<file path="config.mk">
export PLATFORM = sky130hd
export DESIGN_NAME = mem_access_ctrl
export DESIGN_NICKNAME = d
export VERILOG_FILES = /design/src/rtl/mem_ctrl_pkg.sv /design/src/rtl/mem_access_ctrl_done_sync.sv /design/src/rtl/mem_access_ctrl.sv
export SDC_FILE = /design/constraint.sdc
export NUM_CORES = 1
export LEC_CHECK = 0
export ABC_CLOCK_PERIOD_IN_PS = 1740
export BUFFER_PORTS_ARGS = -buffer_cell sky130_fd_sc_hd__buf_2
export CAP_MARGIN = 20
export CORE_MARGIN = 2
export CORE_UTILIZATION = 44
export DETAILED_ROUTE_END_ITERATION = 10
export PLACE_DENSITY = 0.86
export SYNTH_ARGS = -nofsm -noshare
export SYNTH_HDL_FRONTEND = slang
export SYNTH_SLANG_ARGS = --single-unit
export TNS_END_PERCENT = 1
</file>
<file path="constraint.sdc">
create_clock -name clk -period 1.74 [get_ports clk]
set_clock_uncertainty 0.1 [all_clocks]
set_input_delay 0.261 -clock clk [delete_from_list [all_inputs] [get_ports clk]]
set_output_delay 0.261 -clock clk [all_outputs]
set_load 0.005 [all_outputs]
</file>
<file path="src/rtl/mem_ctrl_pkg.sv">
// Shared types and constants for the memory-stage access controller.
package mem_ctrl_pkg;

    localparam int unsigned DEFAULT_WIDTH = 16;

    typedef enum logic [2:0] {
        INIT,
        IDLE,
        ISSUE,
        WAIT,
        CLEAR,
        WB
    } state_e;

    // Op select is {mem_read, mem_write}
    localparam logic [1:0] OP_NONE    = 2'b00;
    localparam logic [1:0] OP_LOAD    = 2'b10;
    localparam logic [1:0] OP_STORE   = 2'b01;
    localparam logic [1:0] OP_ILLEGAL = 2'b11;

endpackage

</file>
<file path="src/rtl/mem_access_ctrl_done_sync.sv">
// Two-flop synchronizer for the responder's completion level.
module done_sync (
    input  logic clk,
    input  logic reset_n,
    input  logic d,
    output logic q
);

    logic meta_q;
    logic sync_q;

    always_ff @(posedge clk or negedge reset_n) begin
        if (!reset_n) begin
            meta_q <= 1'b0;
            sync_q <= 1'b0;
        end else begin
            meta_q <= d;
            sync_q <= meta_q;
        end
    end

    assign q = sync_q;

endmodule

</file>
<file path="src/rtl/mem_access_ctrl.sv">
// Memory-stage initiator: issues one data-memory request per execute result
// and returns a single write-back beat under a valid/ready handshake.
module mem_access_ctrl
    import mem_ctrl_pkg::*;
#(
    parameter int unsigned WIDTH          = DEFAULT_WIDTH,
    parameter int unsigned REG_ADDR_W     = 3,
    parameter int unsigned TIMEOUT_CYCLES = 16
) (
    input  logic                  clk,
    input  logic                  reset_n,
    input  logic                  exec_valid,
    output logic                  exec_ready,
    input  logic [WIDTH-1:0]      exec_result,
    input  logic [WIDTH-1:0]      exec_rd2,
    input  logic                  exec_mem_read,
    input  logic                  exec_mem_write,
    input  logic [REG_ADDR_W-1:0] exec_dest,
    output logic                  memRead,
    output logic                  memWrite,
    output logic [WIDTH-1:0]      result,
    output logic [WIDTH-1:0]      rd2,
    output logic                  executeComplete,
    output logic                  resetDataMemory,
    input  logic [WIDTH-1:0]      rdata,
    input  logic                  memoryOperationComplete,
    output logic                  wb_valid,
    input  logic                  wb_ready,
    output logic [WIDTH-1:0]      wb_data,
    output logic [REG_ADDR_W-1:0] wb_dest,
    output logic                  wb_write_en,
    output logic                  wb_err
);

    localparam int unsigned CNT_W = $clog2(TIMEOUT_CYCLES);
    localparam logic [CNT_W-1:0] CNT_MAX = CNT_W'(TIMEOUT_CYCLES - 1);

    state_e                state_q, state_d;
    logic                  ready_q, ready_d;
    logic [1:0]            op_q, op_d;
    logic [WIDTH-1:0]      result_q, result_d;
    logic [WIDTH-1:0]      rd2_q, rd2_d;
    logic                  ec_q, ec_d;
    logic                  rdm_q, rdm_d;
    logic [CNT_W-1:0]      cnt_q, cnt_d;
    logic                  expired_q, expired_d;
    logic                  wb_valid_q, wb_valid_d;
    logic [WIDTH-1:0]      wb_data_q, wb_data_d;
    logic [REG_ADDR_W-1:0] wb_dest_q, wb_dest_d;
    logic                  wb_we_q, wb_we_d;
    logic                  wb_err_q, wb_err_d;
    logic                  done_s;
    logic [1:0]            exec_op;

    assign exec_op = {exec_mem_read, exec_mem_write};

    done_sync u_done_sync (
        .clk     (clk),
        .reset_n (reset_n),
        .d       (memoryOperationComplete),
        .q       (done_s)
    );

    always_ff @(posedge clk or negedge reset_n) begin
        if (!reset_n) begin
            state_q    <= INIT;
            ready_q    <= 1'b0;
            op_q       <= OP_NONE;
            result_q   <= '0;
            rd2_q      <= '0;
            ec_q       <= 1'b0;
            rdm_q      <= 1'b0;
            cnt_q      <= '0;
            expired_q  <= 1'b0;
            wb_valid_q <= 1'b0;
            wb_data_q  <= '0;
            wb_dest_q  <= '0;
            wb_we_q    <= 1'b0;
            wb_err_q   <= 1'b0;
        end else begin
            state_q    <= state_d;
            ready_q    <= ready_d;
            op_q       <= op_d;
            result_q   <= result_d;
            rd2_q      <= rd2_d;
            ec_q       <= ec_d;
            rdm_q      <= rdm_d;
            cnt_q      <= cnt_d;
            expired_q  <= expired_d;
            wb_valid_q <= wb_valid_d;
            wb_data_q  <= wb_data_d;
            wb_dest_q  <= wb_dest_d;
            wb_we_q    <= wb_we_d;
            wb_err_q   <= wb_err_d;
        end
    end

    always_comb begin
        state_d   = state_q;
        op_d      = op_q;
        result_d  = result_q;
        rd2_d     = rd2_q;
        cnt_d     = cnt_q;
        expired_d = 1'b0;
        wb_data_d = wb_data_q;
        wb_dest_d = wb_dest_q;
        wb_we_d   = wb_we_q;
        wb_err_d  = wb_err_q;

        unique case (state_q)
            INIT: state_d = IDLE;
            IDLE: begin
                if (exec_valid) begin
                    result_d  = exec_result;
                    rd2_d     = exec_rd2;
                    wb_dest_d = exec_dest;
                    if (exec_op == OP_ILLEGAL) begin
                        op_d      = OP_NONE;
                        wb_data_d = '0;
                        wb_we_d   = 1'b0;
                        wb_err_d  = 1'b1;
                        state_d   = WB;
                    end else begin
                        op_d    = exec_op;
                        state_d = ISSUE;
                    end
                end
            end
            ISSUE: begin
                cnt_d   = '0;
                state_d = WAIT;
            end
            WAIT: begin
                // Completion wins over a timeout that expires on the same edge
                if (done_s) begin
                    wb_data_d = (op_q == OP_LOAD) ? rdata : result_q;
                    wb_we_d   = (op_q != OP_STORE);
                    wb_err_d  = 1'b0;
                    state_d   = CLEAR;
                end else if (expired_q) begin
                    wb_data_d = '0;
                    wb_we_d   = 1'b0;
                    wb_err_d  = 1'b1;
                    state_d   = CLEAR;
                end else if (cnt_q == CNT_MAX) begin
                    expired_d = 1'b1;
                end else begin
                    cnt_d = cnt_q + CNT_W'(1);
                end
            end
            CLEAR: state_d = WB;
            WB: begin
                if (wb_ready) begin
                    wb_err_d = 1'b0;
                    state_d  = IDLE;
                end
            end
            default: state_d = INIT;
        endcase

        // Strobes follow the state being entered so they line up with it
        ready_d    = (state_d == IDLE);
        ec_d       = (state_d == WAIT);
        wb_valid_d = (state_d == WB);
        rdm_d      = (state_d == CLEAR) || (state_q == INIT);
    end

    assign exec_ready      = ready_q;
    assign memRead         = op_q[1];
    assign memWrite        = op_q[0];
    assign result          = result_q;
    assign rd2             = rd2_q;
    assign executeComplete = ec_q;
    assign resetDataMemory = rdm_q;
    assign wb_valid        = wb_valid_q;
    assign wb_data         = wb_data_q;
    assign wb_dest         = wb_dest_q;
    assign wb_write_en     = wb_we_q;
    assign wb_err          = wb_err_q;

endmodule

</file>
==> impl_metrics.prom, run 1 <==
# TYPE chip_impl_metric gauge
chip_impl_metric{name="hold_viol",unit=""} 0
chip_impl_metric{name="clockBufferDepth",unit=""} 2
chip_impl_metric{name="post_drt_via_cell_ratio",unit=""} 5.30
chip_impl_info{name="rsz0062_at_grt",value="no"} 1
chip_impl_metric{name="grt_max_degree",unit=""} 70
chip_impl_metric{name="antenna_cells_inserted",unit=""} 0
chip_impl_metric{name="synth-compound-area-share",unit="%"} 12.7
chip_impl_metric{name="multiInputGateArea",unit="um^2"} 1130
chip_impl_metric{name="postSynth.asyncResetShare",unit="%"} 100
chip_impl_metric{name="syn_area_per_cell",unit="um^2"} 14.3
chip_impl_metric{name="die_footprint",unit="um^2"} 7410
chip_impl_metric{name="synthMuxAreaShare",unit="%"} 19.0
chip_impl_metric{name="grt.met1_usage",unit="%"} 22.6
chip_impl_metric{name="layout.filler_cells",unit=""} 531
chip_impl_metric{name="path_clk_slew",unit="ps"} 80
chip_impl_metric{name="placement_rows",unit=""} 29
chip_impl_metric{name="drt-pass1-iter-count",unit=""} 4
chip_impl_info{name="clock-root-buffer",value="sky130_fd_sc_hd__clkbuf_8"} 1
chip_impl_metric{name="max-slew-margin-rel",unit="%"} 64.5
chip_impl_info{name="hold_class",value="input port to register"} 1
chip_impl_info{name="worst_min_path_start",value="exec_rd2[4]"} 1
chip_impl_metric{name="synthesized_area_fraction_occupied_by_xor_and_xnor_cells",unit="%"} 0
chip_impl_info{name="crit-reg2reg-launch",value="cnt_q[1]"} 1
chip_impl_metric{name="area.sequential",unit="um^2"} 1730
chip_impl_metric{name="globalplace.congestion",unit=""} 0.833
chip_impl_info{name="critical-path-top-delay-family",value="simple AND/OR/NAND/NOR gates"} 1
chip_impl_metric{name="finalMaxSlewViolations",unit=""} 0
chip_impl_metric{name="pre_cts_slack",unit="ps"} 11.8
chip_impl_info{name="synth_top_cell_by_area",value="sky130_fd_sc_hd__dfrtp_1"} 1
chip_impl_metric{name="postSynthCellCount",unit=""} 208
chip_impl_metric{name="drt-total-wl",unit="um"} 6770
chip_impl_metric{name="die_height",unit="um"} 86.1
chip_impl_metric{name="port_buffers",unit=""} 116
chip_impl_metric{name="yosys_warnings",unit=""} 0
chip_impl_metric{name="cts_max_level",unit=""} 3
chip_impl_metric{name="grt_pass1_wl",unit="um"} 11000
chip_impl_info{name="top_usage_layer",value="met2"} 1
chip_impl_metric{name="synth.top_cell.area_share",unit="%"} 58.3
chip_impl_info{name="worst_path_max_delay_cell",value="sky130_fd_sc_hd__or4_4"} 1
chip_impl_info{name="critical_path_class",value="register to register"} 1
chip_impl_metric{name="antenna_left",unit=""} 0
chip_impl_metric{name="slowest_stage_delay_cp",unit="ps"} 510
chip_impl_info{name="tritoncts",value="built"} 1
chip_impl_metric{name="max_cap_viol_count",unit=""} 0
chip_impl_metric{name="critPathMaxFanout",unit=""} 4
chip_impl_info{name="cp-end-kind",value="register"} 1
chip_impl_metric{name="reg2regPathDepth",unit=""} 4
chip_impl_info{name="netlist_top_cells_count",value="69 x sky130_fd_sc_hd__dfrtp_1, 30 x sky130_fd_sc_hd__mux2_2, 17 x sky130_fd_sc_hd__mux2i_1"} 1
chip_impl_metric{name="data_arrival_time_of_the_worst_path",unit="ps"} 1850
chip_impl_metric{name="routed-via-count",unit=""} 2220
chip_impl_metric{name="finalSetupViolCount",unit=""} 0
chip_impl_metric{name="post-route-min-period",unit="ps"} 1680
chip_impl_metric{name="power-per-cell-area",unit="nW/um^2"} 1840
chip_impl_metric{name="grtUsageMet2",unit="%"} 32.1
chip_impl_metric{name="final_min_period_over_clock_period",unit="%"} 96.3
chip_impl_info{name="timing.critical_path.from_type",value="register"} 1
chip_impl_info{name="end_of_the_worst_register_to_register_path",value="cnt_q[3]"} 1
chip_impl_info{name="crit_chain",value="ha_2, a31o_2, or4_4, a21oi_2"} 1
chip_impl_metric{name="synth_cell_type_count",unit=""} 43
chip_impl_metric{name="cts_made_buffers",unit=""} 9
chip_impl_metric{name="vdd.ir_drop.worst",unit="uV"} 992
chip_impl_metric{name="synth-seq-area-share",unit="%"} 58.3
chip_impl_metric{name="timing.hold.worst_path_depth",unit=""} 2
chip_impl_metric{name="layout.cells.non_filler",unit=""} 419
chip_impl_metric{name="grt_util_met3",unit="%"} 6.35
chip_impl_metric{name="dieWidth",unit="um"} 86.1
chip_impl_metric{name="fmax",unit="GHz"} 0.597
chip_impl_metric{name="synth-edff-count",unit=""} 0
chip_impl_metric{name="setup_slack_of_the_critical_path_after_layout",unit="ps"} 64.8
chip_impl_metric{name="worstPathBufferInverterCount",unit=""} 0
chip_impl_metric{name="start_util",unit="%"} 46.2
chip_impl_metric{name="synth.ff_latch_count",unit=""} 69
chip_impl_info{name="synth.top_cells.by_area",value="sky130_fd_sc_hd__dfrtp_1 58%, sky130_fd_sc_hd__mux2_2 11%, sky130_fd_sc_hd__mux2i_1 5.7%"} 1
chip_impl_metric{name="drive_above_1_share",unit="%"} 56.1
chip_impl_metric{name="tritoncts_sink_count",unit=""} 69
chip_impl_metric{name="drt_iter0_drc",unit=""} 76
chip_impl_metric{name="clock_insertion_delay_worst_skew",unit="ps"} 340
chip_impl_metric{name="worst-slew-pin-transition",unit="ps"} 531
chip_impl_metric{name="reg2reg_slack",unit="ps"} 60
chip_impl_metric{name="dpl.cell_count",unit=""} 400
chip_impl_info{name="yosys.cell_count.top_type",value="sky130_fd_sc_hd__dfrtp_1"} 1
chip_impl_metric{name="avgRoutedWirePerCell",unit="um"} 16.2
chip_impl_metric{name="globalRouteTotalUtil",unit="%"} 19.3
chip_impl_metric{name="ios",unit=""} 117
chip_impl_metric{name="p_leak",unit="nW"} 1.89
chip_impl_metric{name="core",unit="um^2"} 6420
chip_impl_metric{name="post_synth_and_or_nand_nor_area_fraction",unit="%"} 5.45
chip_impl_metric{name="hold_slack",unit="ps"} 26.4
chip_impl_metric{name="final.setup.tns",unit="ps"} 0
chip_impl_metric{name="globalRoute.totalOverflow",unit=""} 0
chip_impl_info{name="postSynth.topFlopCell",value="sky130_fd_sc_hd__dfrtp_1"} 1
chip_impl_metric{name="syn-num-nets",unit=""} 267
chip_impl_info{name="synth_top_family_by_area",value="multiplexers"} 1
chip_impl_metric{name="crit_required",unit="ps"} 1910
chip_impl_metric{name="flow.area_growth_from_synthesis",unit="%"} 33.0
chip_impl_metric{name="adder_cell_fraction_of_synth_area",unit="%"} 0.422
chip_impl_metric{name="number_of_antenna_violations_at_the_first_check_in_global_routing",unit=""} 0
chip_impl_metric{name="final_net_count",unit=""} 397
chip_impl_metric{name="via_count_of_the_first_global_routing_pass",unit=""} 2358
chip_impl_metric{name="dpl.hpwl",unit="um"} 4900
chip_impl_info{name="worstHoldEndpoint",value="rd2[4]"} 1
chip_impl_metric{name="synth.cell_area",unit="um^2"} 2960
chip_impl_metric{name="drc_errors",unit=""} 0
chip_impl_info{name="outcome",value="completed"} 1
-- layer usage --
layer  part of all wire (%)  wire, um  vias up
met2                     50      3360       95
met4                    1.5       104        0
met3                    8.0       540       10
met5                      0         0        -
li1                       -         -     1032
met1                     41      2760     1083
-- worst reg2reg max path: stages (launching register included) --
cell and delay [ps]:
sky130_fd_sc_hd__dfrtp_1 420, sky130_fd_sc_hd__ha_2 210, sky130_fd_sc_hd__a31o_2 230, sky130_fd_sc_hd__or4_4 510, sky130_fd_sc_hd__a21oi_2 140
-- cell families after synthesis --
| group | after synthesis |
|---|---|
| AO/OA/AOI/OAI | 39 |
| multiplexers | 52 |
| flip-flops | 69 |
| buffers and inverters | 20 |
| AND/OR/NAND/NOR | 27 |
| adder cells (fa/ha/maj) | 1 |
-- final cells by class --
class	instances	area share, %
Sequential cell	69	43.8
Multi-Input combinational cell	119	28.6
Timing Repair Buffer	131	18.3
Clock buffer	9	3.14
Clock inverter	6	2.86
Tap cell	77	2.44
Inverter	8	0.762
-- timing repair --
item,in CTS,in global routing
setup endpoints to repair,1,2
pin swaps,0,0
endpoints found under the hold margin,70,0
hold buffers,2,0
buffers inserted,0,2
gates resized for setup,1,3
gates cloned,0,0
-- layout by cell type (no fill, tap or decap), drive strengths merged, types with 2 or more instances in the layout --
cell and instances:
a21oi 2, a31oi 2, buf 129, bufinv 3, clkbuf 9, clkinv 3, dfrtp 69, dlygate4sd3 2
inv 8, mux2 35, mux2i 17, nand2 5, nand3 6, nand3b 2, nor2 3, o211ai 2
o21ai 3, o2bb2ai 17, o31ai 2
-- state kept, by name, indices dropped and copies added, names as in the netlist, 2 cells and up --
signal and cells:
state_q 3, cnt_q 4, rd2 16, result 16, wb_dest 3, wb_data 16, op_q 2
-- power by group --
group	total (mW)	switching, mW	internal, mW
Sequential	2.83	0.486	2.34
Combinational	2.87	1.28	1.59
Clock	1.54	0.597	0.946
Total	7.24	2.36	4.87
-- through the flow --
stage	util (%)	total power, mW	instance area [um^2]
floorplan	-	4.54	2960
global placement	57.0	5.55	3660
detailed placement	57.0	5.72	3660
CTS	61.0	7.29	3920
global route	61.4	7.71	3940
finish	61.4	7.24	3940
-- worst max-delay path by stage --
stage	slack [ps]	end	cells after the start	startpoint
floorplan	100	cnt_q[3]	4	cnt_q[0]
global placement	80	cnt_q[3]	4	cnt_q[0]
detailed placement	10	cnt_q[3]	4	cnt_q[0]
CTS	40	cnt_q[3]	4	cnt_q[0]
global route	4	cnt_q[3]	4	cnt_q[0]
finish	60	cnt_q[3]	4	cnt_q[1]
Note: power is estimated with default switching activity, not from simulation.
==> run 2: changes to the inputs <==
--- a/config.mk
+++ b/config.mk
@@ -11,7 +11,8 @@
 export CORE_MARGIN = 2
 export CORE_UTILIZATION = 44
 export DETAILED_ROUTE_END_ITERATION = 10
-export PLACE_DENSITY = 0.86
+export PLACE_DENSITY = 0.8
+export SETUP_SLACK_MARGIN = 0.05
 export SYNTH_ARGS = -nofsm -noshare
 export SYNTH_HDL_FRONTEND = slang
 export SYNTH_SLANG_ARGS = --single-unit
==> run 2 against run 1 <==
  * Non-clock buffer count rose by 2
  * Die area unchanged
  * First-iteration DRC count is 18% lower
  * Worst hold slack better by 2.0 ps
  * Cell count up 0.72%
  * Sequential share of layout area rose by 0.22 points
  * Setup slack better by 5.1 ps
  * Fmax rose by 0.31%
  * Register-to-register slack barely moved
  * Utilization is 0.35 points lower
==> impl_metrics.prom, run 2 (synthesized netlist as in run 1, its figures left out) <==
# TYPE chip_impl_metric gauge
chip_impl_metric{name="drt-total-wl",unit="um"} 6490
chip_impl_metric{name="cts_made_buffers",unit=""} 9
chip_impl_metric{name="drt-pass1-iter-count",unit=""} 4
chip_impl_metric{name="multiInputGateArea",unit="um^2"} 1130
chip_impl_metric{name="layout.cells.non_filler",unit=""} 422
chip_impl_metric{name="path_clk_slew",unit="ps"} 80
chip_impl_metric{name="final_net_count",unit=""} 399
chip_impl_info{name="critical-path-top-delay-family",value="simple AND/OR/NAND/NOR gates"} 1
chip_impl_metric{name="area.sequential",unit="um^2"} 1730
chip_impl_metric{name="globalRoute.totalOverflow",unit=""} 0
chip_impl_metric{name="drive_above_1_share",unit="%"} 56.2
chip_impl_metric{name="post_drt_via_cell_ratio",unit=""} 5.24
chip_impl_metric{name="critPathMaxFanout",unit=""} 4
chip_impl_metric{name="grt_pass1_wl",unit="um"} 10800
chip_impl_metric{name="hold_viol",unit=""} 0
chip_impl_info{name="rsz0062_at_grt",value="yes"} 1
chip_impl_metric{name="max_cap_viol_count",unit=""} 0
chip_impl_metric{name="post-route-min-period",unit="ps"} 1670
chip_impl_metric{name="timing.hold.worst_path_depth",unit=""} 2
chip_impl_metric{name="finalMaxSlewViolations",unit=""} 0
chip_impl_metric{name="globalplace.congestion",unit=""} 0.796
chip_impl_metric{name="critical_path_depth",unit=""} 4
chip_impl_metric{name="reg2regPathDepth",unit=""} 4
chip_impl_metric{name="drt_iter0_drc",unit=""} 62
chip_impl_info{name="crit_chain",value="ha_2, a31o_2, or4_1, a21oi_2"} 1
chip_impl_metric{name="antenna_left",unit=""} 0
chip_impl_metric{name="start_util",unit="%"} 46.2
chip_impl_metric{name="dpl.hpwl",unit="um"} 4700
chip_impl_metric{name="ios",unit=""} 117
chip_impl_info{name="top_usage_layer",value="met2"} 1
chip_impl_metric{name="die_footprint",unit="um^2"} 7410
chip_impl_metric{name="slowest_stage_delay_cp",unit="ps"} 520
chip_impl_metric{name="cts_max_level",unit=""} 3
chip_impl_metric{name="grt_max_degree",unit=""} 70
chip_impl_metric{name="finalSetupViolCount",unit=""} 0
chip_impl_metric{name="hold_slack",unit="ps"} 28.5
chip_impl_metric{name="final.setup.tns",unit="ps"} 0
chip_impl_metric{name="drc_errors",unit=""} 0
chip_impl_metric{name="layout.core_utilization",unit="%"} 61.0
chip_impl_metric{name="max-slew-margin-rel",unit="%"} 75.3
chip_impl_metric{name="power-per-cell-area",unit="nW/um^2"} 1780
chip_impl_metric{name="avgRoutedWirePerCell",unit="um"} 15.4
chip_impl_info{name="clock-root-buffer",value="sky130_fd_sc_hd__clkbuf_8"} 1
chip_impl_metric{name="globalRouteTotalUtil",unit="%"} 18.8
chip_impl_metric{name="layout.filler_cells",unit=""} 530
chip_impl_info{name="hold_class",value="input port to register"} 1
chip_impl_metric{name="number_of_antenna_violations_at_the_first_check_in_global_routing",unit=""} 0
chip_impl_metric{name="grtUsageMet2",unit="%"} 30.0
chip_impl_metric{name="grt_util_met3",unit="%"} 5.68
chip_impl_info{name="layout_commonest_cell",value="sky130_fd_sc_hd__buf_2"} 1
chip_impl_metric{name="worstPathBufferInverterCount",unit=""} 0
chip_impl_metric{name="placement_rows",unit=""} 29
chip_impl_metric{name="routed-via-count",unit=""} 2212
chip_impl_metric{name="via_count_of_the_first_global_routing_pass",unit=""} 2266
chip_impl_metric{name="worst-slew-pin-transition",unit="ps"} 371
chip_impl_metric{name="dieWidth",unit="um"} 86.1
chip_impl_metric{name="antenna_cells_inserted",unit=""} 0
chip_impl_metric{name="fmax",unit="GHz"} 0.599
chip_impl_info{name="outcome",value="completed"} 1
chip_impl_metric{name="data_arrival_time_of_the_worst_path",unit="ps"} 1840
chip_impl_metric{name="crit_required",unit="ps"} 1910
chip_impl_metric{name="vdd.ir_drop.worst",unit="uV"} 927
chip_impl_metric{name="port_buffers",unit=""} 116
chip_impl_metric{name="die_height",unit="um"} 86.1
chip_impl_metric{name="p_leak",unit="nW"} 1.87
chip_impl_info{name="most-common-layout-cells",value="116 x sky130_fd_sc_hd__buf_2, 69 x sky130_fd_sc_hd__dfrtp_1, 30 x sky130_fd_sc_hd__mux2_2"} 1
chip_impl_info{name="tritoncts",value="built"} 1
chip_impl_info{name="critical_path_class",value="register to register"} 1
chip_impl_metric{name="clock_insertion_delay_worst_skew",unit="ps"} 340
chip_impl_metric{name="final_min_period_over_clock_period",unit="%"} 96.0
chip_impl_info{name="cp-end-kind",value="register"} 1
chip_impl_metric{name="core",unit="um^2"} 6420
chip_impl_metric{name="total_chip_power",unit="mW"} 6.98
chip_impl_info{name="timing.critical_path.from_type",value="register"} 1
chip_impl_metric{name="grt.met1_usage",unit="%"} 23.7
chip_impl_metric{name="clockBufferDepth",unit=""} 2
chip_impl_metric{name="dpl.cell_count",unit=""} 402
chip_impl_metric{name="flow.area_growth_from_synthesis",unit="%"} 32.2
chip_impl_info{name="worst_path_max_delay_cell",value="sky130_fd_sc_hd__or4_1"} 1
chip_impl_metric{name="tritoncts_sink_count",unit=""} 69
[run 2: cell types whose count changed in the layout (fill, tap and decap cells not counted)]
cell                         delta
sky130_fd_sc_hd__or4_4          -1
sky130_fd_sc_hd__clkinvlp_4     +3
sky130_fd_sc_hd__clkinv_4       -1
sky130_fd_sc_hd__inv_6          +1
sky130_fd_sc_hd__or4_1          +1
sky130_fd_sc_hd__nor3b_1        -1
sky130_fd_sc_hd__dfrtp_1        +1
sky130_fd_sc_hd__buf_4          +2
sky130_fd_sc_hd__nor3b_2        +1
sky130_fd_sc_hd__bufinv_16      -2
sky130_fd_sc_hd__dfrtp_2        -1
[run 2: timing repair]
item                                    CTS  global route
resized for setup                         1             2
endpoints found under the setup margin    1             2
hold endpoints to repair                 70             0
hold buffers                              2             0
setup buffers                             2             0
[run 2: path summary, 6_finish.rpt]
| kind | startpoint | endpoint | slack [ps] |
|---|---|---|---|
| worst max-delay path | cnt_q[0] | cnt_q[3] | 70 |
| max in group asynchronous | reset_n | expired_q | 870 |
| worst min register to register | u_done_sync.meta_q | u_done_sync.q | 280 |
| worst max register to register | cnt_q[0] | cnt_q[3] | 70 |
| min in group asynchronous | reset_n | rd2[12] | 350 |
| worst min-delay path | exec_rd2[5] | rd2[5] | 30 |
[run 2: layout make-up]
type / count / area share (%)
Multi-Input combinational cell: 119 / 28.8
Inverter: 8 / 0.766
Sequential cell: 69 / 44.0
Timing Repair Buffer: 133 / 18.8
Clock buffer: 9 / 3.16
Clock inverter: 7 / 1.92
Tap cell: 77 / 2.46
[run 2: layer usage]
metal | up-vias | share of wire [%]
met5 | - | 0
met4 | 0 | 1.7
met3 | 11 | 8.6
met2 | 97 | 47
met1 | 1071 | 43
li1 | 1033 | -
[run 2: metrics by stage]
step	setup slack (ps)	area [um^2]
floorplan	104	2960
global route	27.6	3920
finish	70.0	3920
global placement	67.8	3670
detailed placement	-7.48	3670
CTS	58.0	3910
[run 2: power breakdown]
part / total (mW) / internal (mW) / leakage [nW] / switching (mW)
Sequential: 2.82 / 2.34 / 0.851 / 0.486
Combinational: 2.87 / 1.61 / 0.928 / 1.25
Clock: 1.29 / 0.665 / 0.0918 / 0.622
